===== config.mk =====
export PLATFORM = sky130hd
export DESIGN_NAME = result_framer
export DESIGN_NICKNAME = d
export VERILOG_FILES = /design/src/rtl/result_framer.sv
export SDC_FILE = /design/constraint.sdc
export NUM_CORES = 1
export LEC_CHECK = 0
export CORE_ASPECT_RATIO = 0.9
export CORE_MARGIN = 3
export CORE_UTILIZATION = 49
export CTS_CLUSTER_SIZE = 25
export DETAILED_ROUTE_END_ITERATION = 6
export HOLD_SLACK_MARGIN = 0.1
export PLACE_DENSITY_LB_ADDON = 0.25
export SLEW_MARGIN = 40
export SYNTH_ARGS = -nofsm -noshare
export SYNTH_HDL_FRONTEND = slang
export SYNTH_SLANG_ARGS = --single-unit

===== constraint.sdc =====
create_clock -name clk -period 2.85 [get_ports clk]
set_clock_uncertainty 0.05 [all_clocks]
set_input_delay 0.285 -clock clk [delete_from_list [all_inputs] [get_ports clk]]
set_output_delay 0.285 -clock clk [all_outputs]
set_load 0.1 [all_outputs]

===== src/rtl/result_framer.sv =====
// rtl/result_framer.sv - frames ADC and timestamp records into 16-bit host FIFO words
// Optional trailing XOR checksum word: define RESULT_FRAMER_CHECKSUM_EN.

module result_framer (
  input  logic        clk,
  input  logic        rst_n,
  input  logic        adc_valid,
  input  logic [3:0]  adc_dev,
  input  logic [13:0] adc_data,
  output logic        adc_ready,
  input  logic        time_valid,
  input  logic [47:0] time_data,
  output logic        time_ready,
  input  logic        fifo_full,
  output logic        fifo_wr_en,
  output logic [15:0] fifo_din,
  output logic        frame_done,
  output logic [7:0]  seq
);

`ifdef RESULT_FRAMER_CHECKSUM_EN
  typedef enum logic [1:0] {IDLE = 2'd0, HDR = 2'd1, PAYLOAD = 2'd2, CHK = 2'd3} state_t;
`else
  typedef enum logic [1:0] {IDLE = 2'd0, HDR = 2'd1, PAYLOAD = 2'd2} state_t;
`endif

  state_t      state, state_nxt;
  logic        armed;
  logic        is_time;
  logic [47:0] payload;
  logic [1:0]  idx;
  logic [15:0] din_q;
  logic [7:0]  seq_q;
  logic        done_q;
  logic        last_pl;
  logic        frame_end;
`ifdef RESULT_FRAMER_CHECKSUM_EN
  logic [15:0] csum;
`endif

  // Payload words are stored left-justified so word k is always the k-th 16-bit slice.
  function automatic logic [15:0] pick_word(input logic [47:0] p, input logic [1:0] k);
    case (k)
      2'd0:    pick_word = p[47:32];
      2'd1:    pick_word = p[31:16];
      default: pick_word = p[15:0];
    endcase
  endfunction

  always_ff @(posedge clk or negedge rst_n) begin
    if (!rst_n) state <= IDLE;
    else        state <= state_nxt;
  end

  always_comb begin
    state_nxt  = state;
    adc_ready  = 1'b0;
    time_ready = 1'b0;
    fifo_wr_en = 1'b0;
    frame_end  = 1'b0;
    last_pl    = (idx == (is_time ? 2'd2 : 2'd0));
    case (state)
      IDLE: begin
        // armed is cleared by reset, so ready stays low while rst_n is low and for one edge after
        adc_ready  = armed;
        time_ready = armed & ~adc_valid;
        if (armed && (adc_valid || time_valid)) state_nxt = HDR;
      end
      HDR: begin
        fifo_wr_en = ~fifo_full;
        if (!fifo_full) state_nxt = PAYLOAD;
      end
      PAYLOAD: begin
        fifo_wr_en = ~fifo_full;
        if (!fifo_full && last_pl) begin
`ifdef RESULT_FRAMER_CHECKSUM_EN
          state_nxt = CHK;
`else
          state_nxt = IDLE;
          frame_end = 1'b1;
`endif
        end
      end
`ifdef RESULT_FRAMER_CHECKSUM_EN
      CHK: begin
        fifo_wr_en = ~fifo_full;
        if (!fifo_full) begin
          state_nxt = IDLE;
          frame_end = 1'b1;
        end
      end
`endif
      default: state_nxt = IDLE;
    endcase
  end

  always_ff @(posedge clk or negedge rst_n) begin
    if (!rst_n) begin
      armed   <= 1'b0;
      is_time <= 1'b0;
      payload <= '0;
      idx     <= '0;
      din_q   <= '0;
      seq_q   <= '0;
      done_q  <= 1'b0;
`ifdef RESULT_FRAMER_CHECKSUM_EN
      csum    <= '0;
`endif
    end else begin
      armed  <= 1'b1;
      done_q <= frame_end;
      if (frame_end) seq_q <= seq_q + 8'd1;
      if (state == IDLE) begin
        if (adc_ready && adc_valid) begin
          is_time <= 1'b0;
          payload <= {2'b00, adc_data, 32'h0};
          din_q   <= {4'hA, adc_dev, seq_q};
          idx     <= 2'd0;
`ifdef RESULT_FRAMER_CHECKSUM_EN
          csum    <= '0;
`endif
        end else if (time_ready && time_valid) begin
          is_time <= 1'b1;
          payload <= time_data;
          din_q   <= {4'hC, 4'h0, seq_q};
          idx     <= 2'd0;
`ifdef RESULT_FRAMER_CHECKSUM_EN
          csum    <= '0;
`endif
        end
      end else if (fifo_wr_en) begin
`ifdef RESULT_FRAMER_CHECKSUM_EN
        csum <= csum ^ din_q;
`endif
        if (state == HDR) begin
          din_q <= pick_word(payload, 2'd0);
        end else if (state == PAYLOAD) begin
          if (!last_pl) begin
            idx   <= idx + 2'd1;
            din_q <= pick_word(payload, idx + 2'd1);
          end
`ifdef RESULT_FRAMER_CHECKSUM_EN
          else begin
            din_q <= csum ^ din_q;
          end
`endif
        end
      end
    end
  end

  assign fifo_din   = din_q;
  assign seq        = seq_q;
  assign frame_done = done_q;

endmodule


==> results of run 1 <==
[Yosys cell counts (2+ instances only)]
master and count:
inv_1 13, or2_2 3, and3_1 2, mux2_2 9, clkbuf_1 15, o31ai_1 2
ha_1 6, nand3_1 7, nand2_1 30, o21ai_0 21, a21oi_1 19, nor2b_1 3
dfrtp_1 79, nor2_2 2, xnor2_1 6, o22ai_1 23, a222oi_1 4, and2_1 8
o211ai_1 6, nand3b_1 3, nand4_1 4, buf_2 7, a22o_1 35, a311oi_1 3
a221o_1 2, nor2_1 3, mux2i_1 7, nand2b_1 7, a31oi_1 8
[flip-flops by register name, summed over array words and instances, names as in the netlist]
name and cells:
armed 1, fifo_din 16, frame_done 1, idx 2
is_time 1, payload 48, seq 8, state 2
[placed cells by master, fill, tap and decap left out, drive strengths merged, types with 2 or more instances in the layout]
master,synthesis,routed
or2,3,3
mux2i,7,7
mux2,9,9
inv,13,13
clkdlybuf4s50,0,69
buf,8,41
xor2,2,2
a31oi,8,8
o22ai,23,23
and3,2,2
nand3b,3,3
dfrtp,79,79
nand2b,7,7
and2,8,8
a22o,35,35
ha,6,6
a221o,2,2
o21ai,22,22
clkbuf,16,10
a222oi,4,4
xnor2,6,6
a311oi,3,3
o31ai,2,2
nor2,5,5
bufinv,0,2
a21oi,19,19
nand3,7,7
nand4,4,4
nor2b,3,3
clkinv,0,3
o211ai,7,7
nand2,30,30
[layer usage]
metal | vias up | wire length, um
li1 | 1515 | -
met1 | 1578 | 4500
met2 | 133 | 4980
met3 | 13 | 708
met4 | 0 | 104
met5 | - | 0
[final cells by class]
cell class / count / area share
clock inverters: 6 / 0.0184
clock buffers: 10 / 0.0270
well taps: 93 / 0.0228
flip-flops and latches: 79 / 0.388
multi-input cells: 238 / 0.331
inverters: 13 / 0.00958
repair buffers: 111 / 0.204
[power groups by stage]
stage	clock network [mW]	logic, mW	registers [mW]
after floorplan	0	1.51	2.65
after global placement	0	3.06	1.92
after detailed placement	0	3.13	1.94
after CTS	0.963	3.14	1.92
after global routing	1.00	3.35	1.99
final	0.953	3.14	1.93
[per-stage QoR]
step / utilization / setup WS [ns] / total power [mW] / hold slack [ns] / cells
2_1_floorplan: - / 0.0769 / 4.17 / -0.0606 / 354
3_3_place_gp: 0.665 / 0.520 / 4.99 / 0.417 / 533
3_5_place_dp: 0.665 / 0.414 / 5.07 / 0.309 / 533
4_1_cts: 0.699 / 0.320 / 6.03 / 0.446 / 550
5_1_grt: 0.699 / 0.214 / 6.34 / 0.468 / 550
6_report: 0.699 / 0.330 / 6.02 / 0.452 / 550
[kinds of logic after synthesis]
logic type      count (synthesis)  share of synthesized area
compound gates                130                      0.243
flops                          79                      0.519
simple gates                   77                      0.112
buf+inv                        37                     0.0401
mux                            16                     0.0450
xor+xnor                        8                     0.0204
fa+ha+maj                       6                     0.0197
other cells                     1                   0.000984
[worst min-delay path, cell delays in order, from the launching register on]
cell and delay, ns:
dfrtp_1 0.36, nand2_1 0.05, o21ai_0 0.06
[worst paths after layout]
kind	to	slack, ns	depth (start not counted)
max in group asynchronous	payload[8]	1.79	2
max	adc_ready	0.33	6
max reg2reg	fifo_din[7]	0.40	6
min in group asynchronous	payload[24]	0.47	2
min reg2reg	payload[42]	0.45	2
min	payload[42]	0.45	2
[repair_timing]
| action | in CTS | in global routing |
|---|---|---|
| gates resized for setup | 0 | 0 |
| hold endpoints to repair | 79 | 0 |
| hold buffers | 1 | 0 |
==> results.md, run 1 <==
* Die Y-Extent at 89.7 um
* Worst-Margin Slew at about 0.71 ns
* # fillers at roughly 540
* Post-CTS setup buffers at 0
* Fin crit share at 0.884
* Longest Clk Path Bufs at 2
* Sequential element share of the synthesized area at 0.519
* Worst skew pair latency at approximately 0.35 ns
* Layout Nets at 529
* Mean post-synth cell area at 10.8 um^2
* Post-layout instance area at between 0.005 and 0.006 mm^2
* GRT busiest layer: met2
* CP Launch Point: state[0]
* Setup crit start kind: flip-flop
* Ys flop type: dfrtp_1
* Cell internal pwr at between 3 and 4 mW
* Unrepaired setup endpoints after global routing: false
* Peak VDD IR at 0.790 mV
* WP buf/inv at 4
* All-layer global routing usage at 0.235
* Post-Synthesis Cell Area at roughly 0.0038 mm^2
* Pre-antenna DRT Iters at 6
* Layout cell share with drive strength beyond 1 at 0.175
* Clk sink count at 79
* Worst Path Max Fanout at 8
* Post-DP HPWL at 7.46 mm
* IO buf count at between 90 and 100
* First-pass GRT wire length at about 16 mm
* Critical Path RT at 2.52 ns
* Full die area at 0.00887 mm^2
* # rows at 29
* Mapped Cells at 354
* Met1 usage at 0.308
* CTS Root Cell: clkbuf_8
* Final worst path period need at 2.52 ns
* CP max-delay cell: dfrtp_1
* Routed Antenna Nets at 0
* Starting Density at 0.523
* DRT Wirelength at just over 10 mm
* Final setup fails at 0
* H-tree depth at 3
* IO Count at 99
* Placer Congestion at 0.882
* Combinational cell fraction of total power at 0.521
* Area Growth Syn to Fin at 33.7%
* Worst Setup End Kind: output port
* Crit path DAT at 2.18 ns
* Placed cell areas at a little under 0.005 mm^2
* Min-delay src: payload[42]
* CP most frequent cell: inv_1
* Met2 usage at 0.396
* Post-synthesis sequential element count at 79
* Sw power at 2.87 mW
* # DRC at 0
* Maximum clock frequency at 397 MHz
* Seq. cell area at 0.00198 mm^2
* Met3 global-route usage at 0.0595
* CP top delay family: buffers and inverters
* Slew margin rel. at 0.528
* Die extent in x at approximately 99 um
* Fin Setup TNS at 0 ns
* CP Cell Sequence: inv_1, ha_1, nand2_1, inv_1, buf_4, buf_12
* Total CTS buffers at 9
* Fin. Hold Viols at 0
* Max-slew violation count at 0
* Crit path largest cell delay at roughly 0.47 ns
* Switching share of power at 0.477
* Synth async-reset ratio at 1.00
* Vias post-DR at 3,239
* Core footprint at 0.00729 mm^2
* Share of the synthesized area in the top cell type at 0.519
* Pwr Density at 1180 mW/mm^2
* Ys Warns at 0
* Pin count of the biggest net entering global routing at 80
* TritonCTS clock tree: yes
* Hold WC Path Type: reg2reg
* DRT iter0 DRCs at 138
* Mapped Nets at 431
* Crit Path Category: reg2out
* N_diodes at 0
* Clk pin slew, worst setup/hold paths at 0.08 ns
* Via-per-instance ratio at 5.89
* Antenna violations before repair at 0
* Total gr overflow at 0
* Worst r2r src: state[0]
* Synth area leaders: dfrtp_1 (52%), a22o_1 (8.0%), o22ai_1 (3.8%), nand2_1 (3.0%), o21ai_0 (2.8%)
* Wire length per cell at 18.7 um
* Number of global-route vias before repair at 3,222
* Clk pwr share at 0.158
* Max Cap Viol at 0
* Leak Pwr at 2.24 nW
* Area used by multi-input combinational logic at 0.00168 mm^2
* Flop pwr share at 0.321
* Outcome: finished clean
* Yosys cell types at between 40 and 50
* Post-synth EDFFs at 0
* Synth area leader: dfrtp_1
Power figures use the tool's default switching activity.
==> inputs of run 2 (changes only) <==
--- a/config.mk
+++ b/config.mk
@@ -7,7 +7,7 @@
 export LEC_CHECK = 0
 export CORE_ASPECT_RATIO = 0.9
 export CORE_MARGIN = 3
-export CORE_UTILIZATION = 49
+export CORE_UTILIZATION = 50
 export CTS_CLUSTER_SIZE = 25
 export DETAILED_ROUTE_END_ITERATION = 6
 export HOLD_SLACK_MARGIN = 0.1
==> constraint.sdc (replaced) <==
create_clock -name clk -period 3.3 [get_ports clk]
set_clock_uncertainty 0.05 [all_clocks]
set_input_delay 0.33 -clock clk [delete_from_list [all_inputs] [get_ports clk]]
set_output_delay 0.33 -clock clk [all_outputs]
set_load 0.1 [all_outputs]
==> run 2 against run 1 <==
Compared with the run above: global-route usage is 0.066 points lower; largest power group unchanged; flip-flop and latch count stayed put; critical path type is now reg2reg; critical path depth did not move; critical endpoint is now fifo_din[13].
==> results.md, run 2 (synthesis gave the netlist of run 1 again) <==
* FF-to-FF path depth at 6
* Pre-CTS WS at about 0.54 ns
* CP top delay family: simple AND/OR/NAND/NOR gates
* CTS resizes at 0
* Core footprint at 0.00722 mm^2
* Crit Path Category: reg2reg
* Starting Density at 0.528
* Setup slack after layout at 0.663 ns
* CP Cell Sequence: inv_1, ha_1, inv_1, a21boi_2, nor2_2, mux2_2
* Hold WC Path Type: reg2reg
* Via-per-instance ratio at around 5.9
* Placed insts at 525
* Fin. Hold Viols at 0
* Pre-antenna DRT Iters at 6
* All-layer global routing usage at 0.234
* Die Y-Extent at 88.8 um
* Clk pin slew, worst setup/hold paths at roughly 0.08 ns
* Commonest cells after routing, fill and taps aside: dfrtp_1 (79), clkdlybuf4s50_1 (69), a22o_1 (35)
* Layout cell share with drive strength beyond 1 at 0.163
* Wire length per cell at 18.2 um
* Number of global-route vias before repair at a little over 3k
* Critical Path RT at 3.48 ns
* Final setup fails at 0
* Crit path largest cell delay at 0.62 ns
* Vias post-DR at 3,197
* Slew margin rel. at 0.507
* Total CTS buffers at 9
* Seq. cell area at 0.00198 mm^2
* Placer Congestion at 0.849
* Worst r2r src: state[0]
* # rows at 29
* Pin count of the biggest net entering global routing at 80
* Post-layout instance area at 0.00500 mm^2
* Setup crit start kind: flip-flop
* Hold Path End: payload[42]
* CP Launch Point: state[0]
* # DRC at 0
* Unrepaired setup endpoints after global routing: false
* Maximum clock frequency at 379 MHz
* Longest Clk Path Bufs at 2
* Area Growth Syn to Fin at 31.3%
* Worst-Margin Slew at approximately 0.74 ns
* Crit path DAT at 2.82 ns
* Clk sink count at 79
* CTS Root Cell: clkbuf_8
* Post-DP HPWL at approximately 7.1 mm
* Die extent in x at 98.0 um
* Worst Path Max Fanout at 12
* Area used by multi-input combinational logic at 0.00169 mm^2
* Outcome: finished clean
* Max-slew violation count at 0
* Biggest register: payload
* # fillers at about 550
* Worst skew pair latency at around 0.35 ns
* R2r setup slk at roughly 0.66 ns
* Antenna violations before repair at 0
* WP buf/inv at 2
* Min-delay src: payload[42]
* DRT iter0 DRCs at about 260
* H-tree depth at 3
* Reg2Reg Capture Point: fifo_din[13]
* Fin crit share at 0.799
* IO buf count at 98
* Total gr overflow at 0
* Worst Setup End Kind: flip-flop
* Pwr Density at 1030 mW/mm^2
* Routed Antenna Nets at 0
* Final worst path period need at 2.64 ns
* Fin Setup TNS at 0 ns
* WHS Path Cells at 2
* TritonCTS clock tree: yes
* Finished Layout Cells at 542
* First-pass GRT wire length at around 16 mm
* Full die area at a little under 0.009 mm^2
* CP max-delay cell: nor2_2
* Most common cell after layout, fill and taps aside: dfrtp_1
* Max Cap Viol at 0
* N_diodes at 0
* Layout Nets at 521
* IO Count at 99
* Peak VDD IR at between 0.6 and 0.7 mV
* Leak Pwr at 2.22 nW
* CP most frequent cell: inv_1
* DRT Wirelength at about 9.8 mm
* Largest register FFs at 48
* Placed cell areas at 0.00472 mm^2
## run 2: power breakdown
part | total [mW] | internal [mW] | switching (mW) | leakage (nW)
clock network | 0.938 | 0.581 | 0.357 | 0.130
registers | 1.66 | 1.34 | 0.322 | 1.03
logic | 2.57 | 0.809 | 1.76 | 1.06
total | 5.17 | 2.73 | 2.44 | 2.22
## run 2: per-layer routing
layer	track usage	wire length (um)	part of all wire	vias to the layer above
met5	0	0	0	-
met4	0.0616	121	0.012	0
met3	0.0607	617	0.063	12
met2	0.367	4530	0.46	116
met1	0.328	4580	0.46	1560
li1	-	-	-	1509
## run 2: how the worst max path moves through the flow
stage	to	slack, ns	cells after the start
global placement	fifo_din[3]	0.66	5
global route	fifo_din[12]	0.51	6
floorplan	fifo_din[12]	0.53	7
CTS	fifo_din[14]	0.50	6
finish	fifo_din[13]	0.66	6
detailed placement	fifo_din[14]	0.54	6
## run 2: worst register-to-register path: cells and delay by family, from the launching register on
family                   cells  cell delay (ns)
AND/OR/NAND/NOR              1             0.62
flip-flops                   1             0.48
buffers and inverters        2             0.43
multiplexers                 1             0.42
adder cells (fa/ha/maj)      1             0.35
AO/OA/AOI/OAI                1             0.18
## run 2: repair_timing
action	4_1_cts	5_1_grt
hold endpoints to repair	79	0
buffers inserted	0	0
hold buffers	1	0
## run 2: stage by stage
step,utilization,power (mW),hold WS [ns]
finish,0.693,5.17,0.444
global route,0.693,5.46,0.476
global placement,0.670,4.25,0.422
detailed placement,0.653,4.21,0.366
CTS,0.692,5.17,0.447
floorplan,-,3.60,-0.0156
## run 2: layout make-up
type | count | share of cell area
Clock inverter | 7 | 0.0290
Tap cell | 93 | 0.0233
Clock buffer | 9 | 0.0248
Timing Repair Buffer | 103 | 0.180
Sequential cell | 79 | 0.395
Multi-Input combinational cell | 238 | 0.338
Inverter | 13 | 0.00975
